[src/rtl/mult_pkg.sv]
// Shared definitions for the multiply job sequencer.
// Contents: FSM state encoding (one-hot), default operand width, product width helper.
package mult_pkg;

  localparam int unsigned DefaultWidth     = 16;
  localparam int unsigned DefaultProdWidth = 2 * DefaultWidth;

  // Product of two WIDTH-bit operands is 2*WIDTH bits wide.
  function automatic int unsigned prod_width(input int unsigned width);
    return 2 * width;
  endfunction

  typedef enum logic [4:0] {
    StIdle    = 5'b00001,
    StStart   = 5'b00010,
    StWait    = 5'b00100,
    StRelease = 5'b01000,
    StDrain   = 5'b10000
  } state_e;

endpackage

[src/rtl/mult_job_sequencer_if.sv]
// Signal bundle for the multiply job sequencer.
// Groups: operand input stream (in_*), multiplier core handshake (mult_*),
// result output stream (out_*), and the busy status flag.
// Modport master: the sequencer's view. Modport slave: the surrounding environment.
interface mult_job_sequencer_if #(
  parameter int unsigned WIDTH = mult_pkg::DefaultWidth
);

  logic               in_valid;
  logic               in_ready;
  logic [WIDTH-1:0]   in_mplier;
  logic [WIDTH-1:0]   in_mcand;

  logic               mult_st;
  logic [WIDTH-1:0]   mult_mplier;
  logic [WIDTH-1:0]   mult_mcand;
  logic               mult_done;
  logic [2*WIDTH-1:0] mult_product;

  logic               out_valid;
  logic               out_ready;
  logic [2*WIDTH-1:0] out_product;
  logic               out_timeout;

  logic               busy;

  modport master (
    input  in_valid, in_mplier, in_mcand, mult_done, mult_product, out_ready,
    output in_ready, mult_st, mult_mplier, mult_mcand, out_valid, out_product, out_timeout,
           busy
  );

  modport slave (
    output in_valid, in_mplier, in_mcand, mult_done, mult_product, out_ready,
    input  in_ready, mult_st, mult_mplier, mult_mcand, out_valid, out_product, out_timeout,
           busy
  );

endinterface

[src/rtl/mult_op_fifo.sv]
// Synchronous FIFO for operand pairs.
// Ports: clk, rst (sync, active-high), wr_en/wr_data (push), rd_en (pop),
// rd_data (head entry, combinational), full, empty.
// DEPTH must be a power of 2 so the pointers wrap naturally.
module mult_op_fifo #(
  parameter int unsigned WIDTH = 32,
  parameter int unsigned DEPTH = 4
) (
  input  logic             clk,
  input  logic             rst,
  input  logic             wr_en,
  input  logic [WIDTH-1:0] wr_data,
  input  logic             rd_en,
  output logic [WIDTH-1:0] rd_data,
  output logic             full,
  output logic             empty
);

  localparam int unsigned PtrW = (DEPTH > 1) ? $clog2(DEPTH) : 1;
  localparam int unsigned CntW = PtrW + 1;

  logic [WIDTH-1:0] mem_q [DEPTH];
  logic [PtrW-1:0]  wr_ptr_q;
  logic [PtrW-1:0]  rd_ptr_q;
  logic [CntW-1:0]  count_q;

  always_ff @(posedge clk) begin
    if (wr_en) begin
      mem_q[wr_ptr_q] <= wr_data;
    end
  end

  always_ff @(posedge clk) begin
    if (rst) begin
      wr_ptr_q <= '0;
      rd_ptr_q <= '0;
      count_q  <= '0;
    end else begin
      if (wr_en) begin
        wr_ptr_q <= wr_ptr_q + 1'b1;
      end
      if (rd_en) begin
        rd_ptr_q <= rd_ptr_q + 1'b1;
      end
      unique case ({wr_en, rd_en})
        2'b10:   count_q <= count_q + 1'b1;
        2'b01:   count_q <= count_q - 1'b1;
        default: count_q <= count_q;
      endcase
    end
  end

  assign rd_data = mem_q[rd_ptr_q];
  assign full    = (count_q == CntW'(DEPTH));
  assign empty   = (count_q == '0);

endmodule

[src/rtl/mult_job_sequencer.sv]
// Feeds a shift-add sequential multiplier one job at a time.
// Operand pairs are buffered in mult_op_fifo; the FIFO head drives the core operands and is
// popped only after the product is captured, so operands stay stable for the whole job.
// Ports: clk, rst (sync, active-high), bus (mult_job_sequencer_if.master):
//   in_*   operand valid/ready input      mult_* St/Done core handshake
//   out_*  product valid/ready output     busy   FSM active or FIFO non-empty
// Optional feature: define MULT_TIMEOUT_EN to abort a job after TIMEOUT cycles without Done;
// the aborted job returns product 0 with out_timeout=1. Undefined: out_timeout is tied to 0.
module mult_job_sequencer
  import mult_pkg::*;
#(
  parameter int unsigned WIDTH      = DefaultWidth,
  parameter int unsigned FIFO_DEPTH = 4,
  parameter int unsigned TIMEOUT    = 64
) (
  input logic                  clk,
  input logic                  rst,
  mult_job_sequencer_if.master bus
);

  localparam int unsigned ProdW = prod_width(WIDTH);

  state_e           state_q, state_d;
  logic             mult_st_q;
  logic             out_valid_q;
  logic [ProdW-1:0] out_product_q;

  logic             fifo_full;
  logic             fifo_empty;
  logic [ProdW-1:0] head;
  logic             push;
  logic             pop;
  logic             capture;
  logic             capture_timeout;
  logic             slot_free;

  assign push = bus.in_valid & ~fifo_full;

  mult_op_fifo #(
    .WIDTH (ProdW),
    .DEPTH (FIFO_DEPTH)
  ) u_fifo (
    .clk     (clk),
    .rst     (rst),
    .wr_en   (push),
    .wr_data ({bus.in_mplier, bus.in_mcand}),
    .rd_en   (pop),
    .rd_data (head),
    .full    (fifo_full),
    .empty   (fifo_empty)
  );

  // Result slot can take a product if empty or being drained this very cycle.
  assign slot_free = ~out_valid_q | bus.out_ready;

`ifdef MULT_TIMEOUT_EN
  localparam int unsigned CntW = $clog2(TIMEOUT + 1);

  logic [CntW-1:0] tmo_cnt_q;
  logic            tmo_hit;
  logic            out_timeout_q;

  // Counts cycles with St high (0 in the START cycle); saturates once expired.
  assign tmo_hit = (tmo_cnt_q >= CntW'(TIMEOUT - 1));

  always_ff @(posedge clk) begin
    if (rst) begin
      tmo_cnt_q <= '0;
    end else if (state_q == StStart || state_q == StWait) begin
      if (!tmo_hit) begin
        tmo_cnt_q <= tmo_cnt_q + 1'b1;
      end
    end else begin
      tmo_cnt_q <= '0;
    end
  end

  always_ff @(posedge clk) begin
    if (rst) begin
      out_timeout_q <= 1'b0;
    end else if (capture) begin
      out_timeout_q <= capture_timeout;
    end else if (out_valid_q && bus.out_ready) begin
      out_timeout_q <= 1'b0;
    end
  end

  assign bus.out_timeout = out_timeout_q;
`else
  logic [31:0] unused_timeout;
  assign unused_timeout  = TIMEOUT;
  assign bus.out_timeout = 1'b0;
`endif

  always_comb begin
    state_d         = state_q;
    pop             = 1'b0;
    capture         = 1'b0;
    capture_timeout = 1'b0;
    unique case (state_q)
      StIdle: begin
        // Done still high means the core has not returned to idle yet.
        if (!fifo_empty && !bus.mult_done) begin
          state_d = StStart;
        end
      end
      StStart: begin
        state_d = StWait;
      end
      StWait: begin
        // With the slot occupied we stay here; the core keeps Done asserted.
        if (bus.mult_done && slot_free) begin
          capture = 1'b1;
          state_d = StRelease;
        end
`ifdef MULT_TIMEOUT_EN
        else if (!bus.mult_done && tmo_hit && slot_free) begin
          capture         = 1'b1;
          capture_timeout = 1'b1;
          pop             = 1'b1;
          state_d         = StDrain;
        end
`endif
      end
      StRelease: begin
        pop     = 1'b1;
        state_d = StDrain;
      end
      StDrain: begin
        if (!bus.mult_done) begin
          state_d = StIdle;
        end
      end
      default: begin
        state_d = StIdle;
      end
    endcase
  end

  always_ff @(posedge clk) begin
    if (rst) begin
      state_q       <= StIdle;
      mult_st_q     <= 1'b0;
      out_valid_q   <= 1'b0;
      out_product_q <= '0;
    end else begin
      state_q   <= state_d;
      mult_st_q <= (state_d == StStart) || (state_d == StWait);
      // A capture wins over a same-cycle output transfer.
      if (capture) begin
        out_valid_q   <= 1'b1;
        out_product_q <= capture_timeout ? '0 : bus.mult_product;
      end else if (bus.out_ready) begin
        out_valid_q <= 1'b0;
      end
    end
  end

  assign bus.in_ready    = ~fifo_full;
  assign bus.mult_st     = mult_st_q;
  assign bus.mult_mplier = head[ProdW-1:WIDTH];
  assign bus.mult_mcand  = head[WIDTH-1:0];
  assign bus.out_valid   = out_valid_q;
  assign bus.out_product = out_product_q;
  assign bus.busy        = (state_q != StIdle) || !fifo_empty;

endmodule

[src/flat_wrapper.sv]
// flat-port wrapper written by rule: the top's interface ports become plain ports
module mult_job_sequencer_flat import mult_pkg::*;
#(
  parameter int unsigned WIDTH      = DefaultWidth,
  parameter int unsigned FIFO_DEPTH = 4,
  parameter int unsigned TIMEOUT    = 64
)
  (clk, rst, bus_in_valid, bus_in_mplier, bus_in_mcand, bus_mult_done, bus_mult_product, bus_out_ready, bus_in_ready, bus_mult_st, bus_mult_mplier, bus_mult_mcand, bus_out_valid, bus_out_product, bus_out_timeout, bus_busy);
  mult_job_sequencer_if #(.WIDTH(WIDTH)) bus_i ();
  input logic clk;
  input logic rst;
  input wire logic [$bits(bus_i.in_valid)-1:0] bus_in_valid;
  input wire logic [$bits(bus_i.in_mplier)-1:0] bus_in_mplier;
  input wire logic [$bits(bus_i.in_mcand)-1:0] bus_in_mcand;
  input wire logic [$bits(bus_i.mult_done)-1:0] bus_mult_done;
  input wire logic [$bits(bus_i.mult_product)-1:0] bus_mult_product;
  input wire logic [$bits(bus_i.out_ready)-1:0] bus_out_ready;
  output wire logic [$bits(bus_i.in_ready)-1:0] bus_in_ready;
  output wire logic [$bits(bus_i.mult_st)-1:0] bus_mult_st;
  output wire logic [$bits(bus_i.mult_mplier)-1:0] bus_mult_mplier;
  output wire logic [$bits(bus_i.mult_mcand)-1:0] bus_mult_mcand;
  output wire logic [$bits(bus_i.out_valid)-1:0] bus_out_valid;
  output wire logic [$bits(bus_i.out_product)-1:0] bus_out_product;
  output wire logic [$bits(bus_i.out_timeout)-1:0] bus_out_timeout;
  output wire logic [$bits(bus_i.busy)-1:0] bus_busy;
  assign bus_i.in_valid = bus_in_valid;
  assign bus_i.in_mplier = bus_in_mplier;
  assign bus_i.in_mcand = bus_in_mcand;
  assign bus_i.mult_done = bus_mult_done;
  assign bus_i.mult_product = bus_mult_product;
  assign bus_i.out_ready = bus_out_ready;
  assign bus_in_ready = bus_i.in_ready;
  assign bus_mult_st = bus_i.mult_st;
  assign bus_mult_mplier = bus_i.mult_mplier;
  assign bus_mult_mcand = bus_i.mult_mcand;
  assign bus_out_valid = bus_i.out_valid;
  assign bus_out_product = bus_i.out_product;
  assign bus_out_timeout = bus_i.out_timeout;
  assign bus_busy = bus_i.busy;
  mult_job_sequencer #(.WIDTH(WIDTH), .FIFO_DEPTH(FIFO_DEPTH), .TIMEOUT(TIMEOUT)) u_core (.clk(clk), .rst(rst), .bus(bus_i));
endmodule
[config.mk]
export PLATFORM = sky130hd
export DESIGN_NAME = mult_job_sequencer_flat
export DESIGN_NICKNAME = d
export VERILOG_FILES = /design/src/rtl/mult_pkg.sv /design/src/rtl/mult_job_sequencer_if.sv /design/src/rtl/mult_op_fifo.sv /design/src/rtl/mult_job_sequencer.sv /design/src/flat_wrapper.sv
export SDC_FILE = /design/constraint.sdc
export NUM_CORES = 1
export LEC_CHECK = 0
export CELL_PAD_IN_SITES_DETAIL_PLACEMENT = 2
export CELL_PAD_IN_SITES_GLOBAL_PLACEMENT = 2
export CORE_ASPECT_RATIO = 0.8
export CORE_MARGIN = 2
export CORE_UTILIZATION = 39
export DETAILED_ROUTE_END_ITERATION = 6
export HOLD_SLACK_MARGIN = 0.1
export PLACE_DENSITY = 0.93
export SLEW_MARGIN = 5
export SYNTH_ARGS = -nofsm -noshare
export SYNTH_HDL_FRONTEND = slang
export SYNTH_SLANG_ARGS = --single-unit
[constraint.sdc]
create_clock -name clk -period 6.9 [get_ports clk]
set_clock_uncertainty 0.15 [all_clocks]
set_input_delay 1.38 -clock clk [delete_from_list [all_inputs] [get_ports clk]]
set_output_delay 1.38 -clock clk [all_outputs]
set_load 0.005 [all_outputs]
==> out/results.ini <==
[cells_and_area]
fin_nets = 617
multi_input_comb_area_mm2 = 0.00163
syn_to_final_growth_pct = 31.9
drive_gt1_share_pct = 14.4
stdcell_area_mm2 = 0.00869
insertedDiodeCount = 0
ff_latch_area_mm2 = 0.00481
finalNonFillerCells = 775
num-fill-cells = 1510

[critical_path]
reg2reg_from = u_core.u_fifo.count_q[2]
r2r-end = u_core.u_fifo.count_q[2]
crit_chain = buf_4, mux4_2, clkdlybuf4s50_1
cp_slowest_stage_delay_ns = 0.64
start_kind = register
crit_fanout = 32
worst_ep_arrival_time_ns = 2.40
path_class = reg2out
crit_path_end_kind = output pin
r2r_cells = 9
crit_slowest_cell = mux4_2
worstPathRequired_ns = 5.37
reg2reg_slack_ns = 4.12

[logic_synthesis]
seq_area_frac_synth_pct = 72.9
async_flop_share_pct = 0
syn_area_mm2 = 0.00659
synth.top_cells.by_count = 128 x edfxtp_1, 68 x nand2_1, 48 x dfxtp_1
synth_ff_type = edfxtp_1
synth-warning-count = 0
syn_area_per_cell_um2 = 16.3
yosysMostFrequentCell = edfxtp_1
synth_cell_types = 41
synth_top_area_cell = edfxtp_1
yosysTopAreaCellShare_pct = 58.3
synthTopCellsByArea = edfxtp_1 58%, dfxtp_1 15%, mux4_2 11%, nand2_1 3.9%, a21oi_1 2.5%
synthCells = 404
synth_fp_nets = 479
ys_ff_latch = 176
synth_enable_flop_cells = 128

[power]
power_mw = 2.28
ir_worst_vdd_mv = 0.170
p_leak_nw = 2.82
powerDensity_mw_per_mm2 = 263

[timing]
maxSlewHeadroom_pct = 23.2
report.final.slew_viol_count = 0
setup_tns_ns = 0
hold_violations = 0
rsz0062_at_grt = false
fin_crit_sh_pct = 56.9
clock.fmax_ghz = 0.255
tightestPinTransition_ns = 1.15
fin_crit_ns = 3.93
setup_viol = 0

[place]
port_buffers = 136
placed_area_mm2 = 0.00813
place_congestion = 0.700
dp_cells = 743
hpwlAfterDp_um = 11900

[global_routing]
grtUsageMet3_pct = 7.09
overflow = 0
grt_pass1_wl_um = 27200
antenna_found_initial = 0
grt_pass1_vias = 4584
grt.busiest_layer = met2
use_met1_pct = 23.6
grt_max_degree = 45
met2_usage_pct = 38.0
grt_use_total_pct = 21.2

[worst_hold_path]
min_path_cells = 2
hold_start = u_core.bus.out_product[5]
hold_end = u_core.bus.out_product[5]
worstHoldPathType = reg2reg

[clocking]
clock-sinks = 176
htreeDepth = 4
clkLatencyLatePin_ns = 0.44
cts_resized = 0
clockBufferDepth = 2
tritoncts = built
ctsHoldBuffers = 0
clock-root-buffer = clkbuf_16
post_cts_buffers = 0
cts_buffers = 17
path_clk_slew_ns = 0.07

[routing]
drt_iter0_markers = 195
viasPerCell = 5.08
postRouteAntennaNets = 0
drc = 0
finalWirelength_um = 17700
wl_per_cell_um = 22.9
vias = 3936
dr.pass1.iters = 4

[run]
maxCapViolCount = 0

[floorplan]
start_util_pct = 39.8
die-area_mm2 = 0.0180
std_cell_rows = 42
ioPinCount = 138
core_area_mm2 = 0.0166
die_h_um = 120
die_w_um = 149

[status]
outcome = complete, no violations

[stage by stage]
step	worst slack (ns)	hold WS, ns	util (%)
2_1_floorplan	3.86	0.298	-
3_3_place_gp	3.30	0.288	49.1
3_5_place_dp	3.20	0.300	49.1
4_1_cts	2.90	0.317	52.5
5_1_grt	2.82	0.331	52.5
6_report	2.97	0.313	52.5
[cells in the final DEF (no fill, tap or decap), types with 6 or more instances in the layout]
| master | Yosys | layout |
|---|---|---|
| nor2_1 | 12 | 12 |
| edfxtp_1 | 128 | 128 |
| a21oi_1 | 33 | 33 |
| inv_1 | 7 | 7 |
| clkdlybuf4s50_1 | 0 | 136 |
| dfxtp_1 | 48 | 47 |
| clkbuf_16 | 0 | 17 |
| clkinv_4 | 0 | 6 |
| mux4_2 | 32 | 32 |
| nand2_1 | 68 | 68 |
[flip-flops by register name (all words and copies together), names as in the netlist, named ones only]
register	count
u_core.state_q	5
u_core.u_fifo.mem_q	128
u_core.bus.mult_st	1
u_core.bus.out_valid	1
u_core.u_fifo.count_q	3
u_core.bus.out_product	32
u_core.u_fifo.wr_ptr_q	2
u_core.u_fifo.rd_ptr_q	2
[per-layer routing]
layer | share of wire [%] | vias up | wire (µm)
li1 | - | 1790 | -
met1 | 39 | 1985 | 6890
met2 | 53 | 145 | 9400
met3 | 6.7 | 16 | 1190
met4 | 1.3 | 0 | 234
met5 | 0 | - | 0
[area by class of cell]
cell class / instances / share of cell area, %
Sequential cell: 176 / 55.3
Multi-Input combinational cell: 200 / 18.7
Timing Repair Buffer: 140 / 16.0
Clock buffer: 17 / 4.90
Tap cell: 220 / 3.17
Clock inverter: 15 / 1.60
Inverter: 7 / 0.302
[where the power goes]
| part | switching, mW | leakage (nW) | internal [mW] |
|---|---|---|---|
| clock | 0.408 | 0.274 | 0.500 |
| combinational | 0.0805 | 0.979 | 0.0960 |
| sequential | 0.0206 | 1.56 | 1.18 |
| total | 0.509 | 2.82 | 1.78 |
[critical path, delay by kind of cell, from the launching register on]
kind / cells / cell delay, ns
buffers and inverters: 2 / 1.00
multiplexers: 1 / 0.64
flip-flops: 1 / 0.31
[logic make-up (layout without fill, tap and decap cells)]
group | after synthesis | in the layout | share of synthesized area [%]
other | 1 | 1 | 0.0569
xor gates and xnor gates | 7 | 7 | 0.931
buffers and inverters | 28 | 179 | 2.37
DFF | 176 | 176 | 72.9
AOI/OAI and AO/OA | 48 | 48 | 4.12
adders and majority gates | 6 | 6 | 1.25
muxes | 32 | 32 | 10.9
and+or+nand+nor | 106 | 106 | 7.39
[how the worst max path moves through the flow]
stage                                           to  cells past startpoint
final                           bus_mult_mcand[10]                      3
after global routing            bus_mult_mcand[10]                      3
after CTS                       bus_mult_mcand[10]                      3
after detailed placement  u_core.u_fifo.count_q[2]                      9
after global placement    u_core.u_fifo.count_q[2]                      9
after floorplan           u_core.u_fifo.count_q[2]                      8
(Power assumes the default switching activity.)
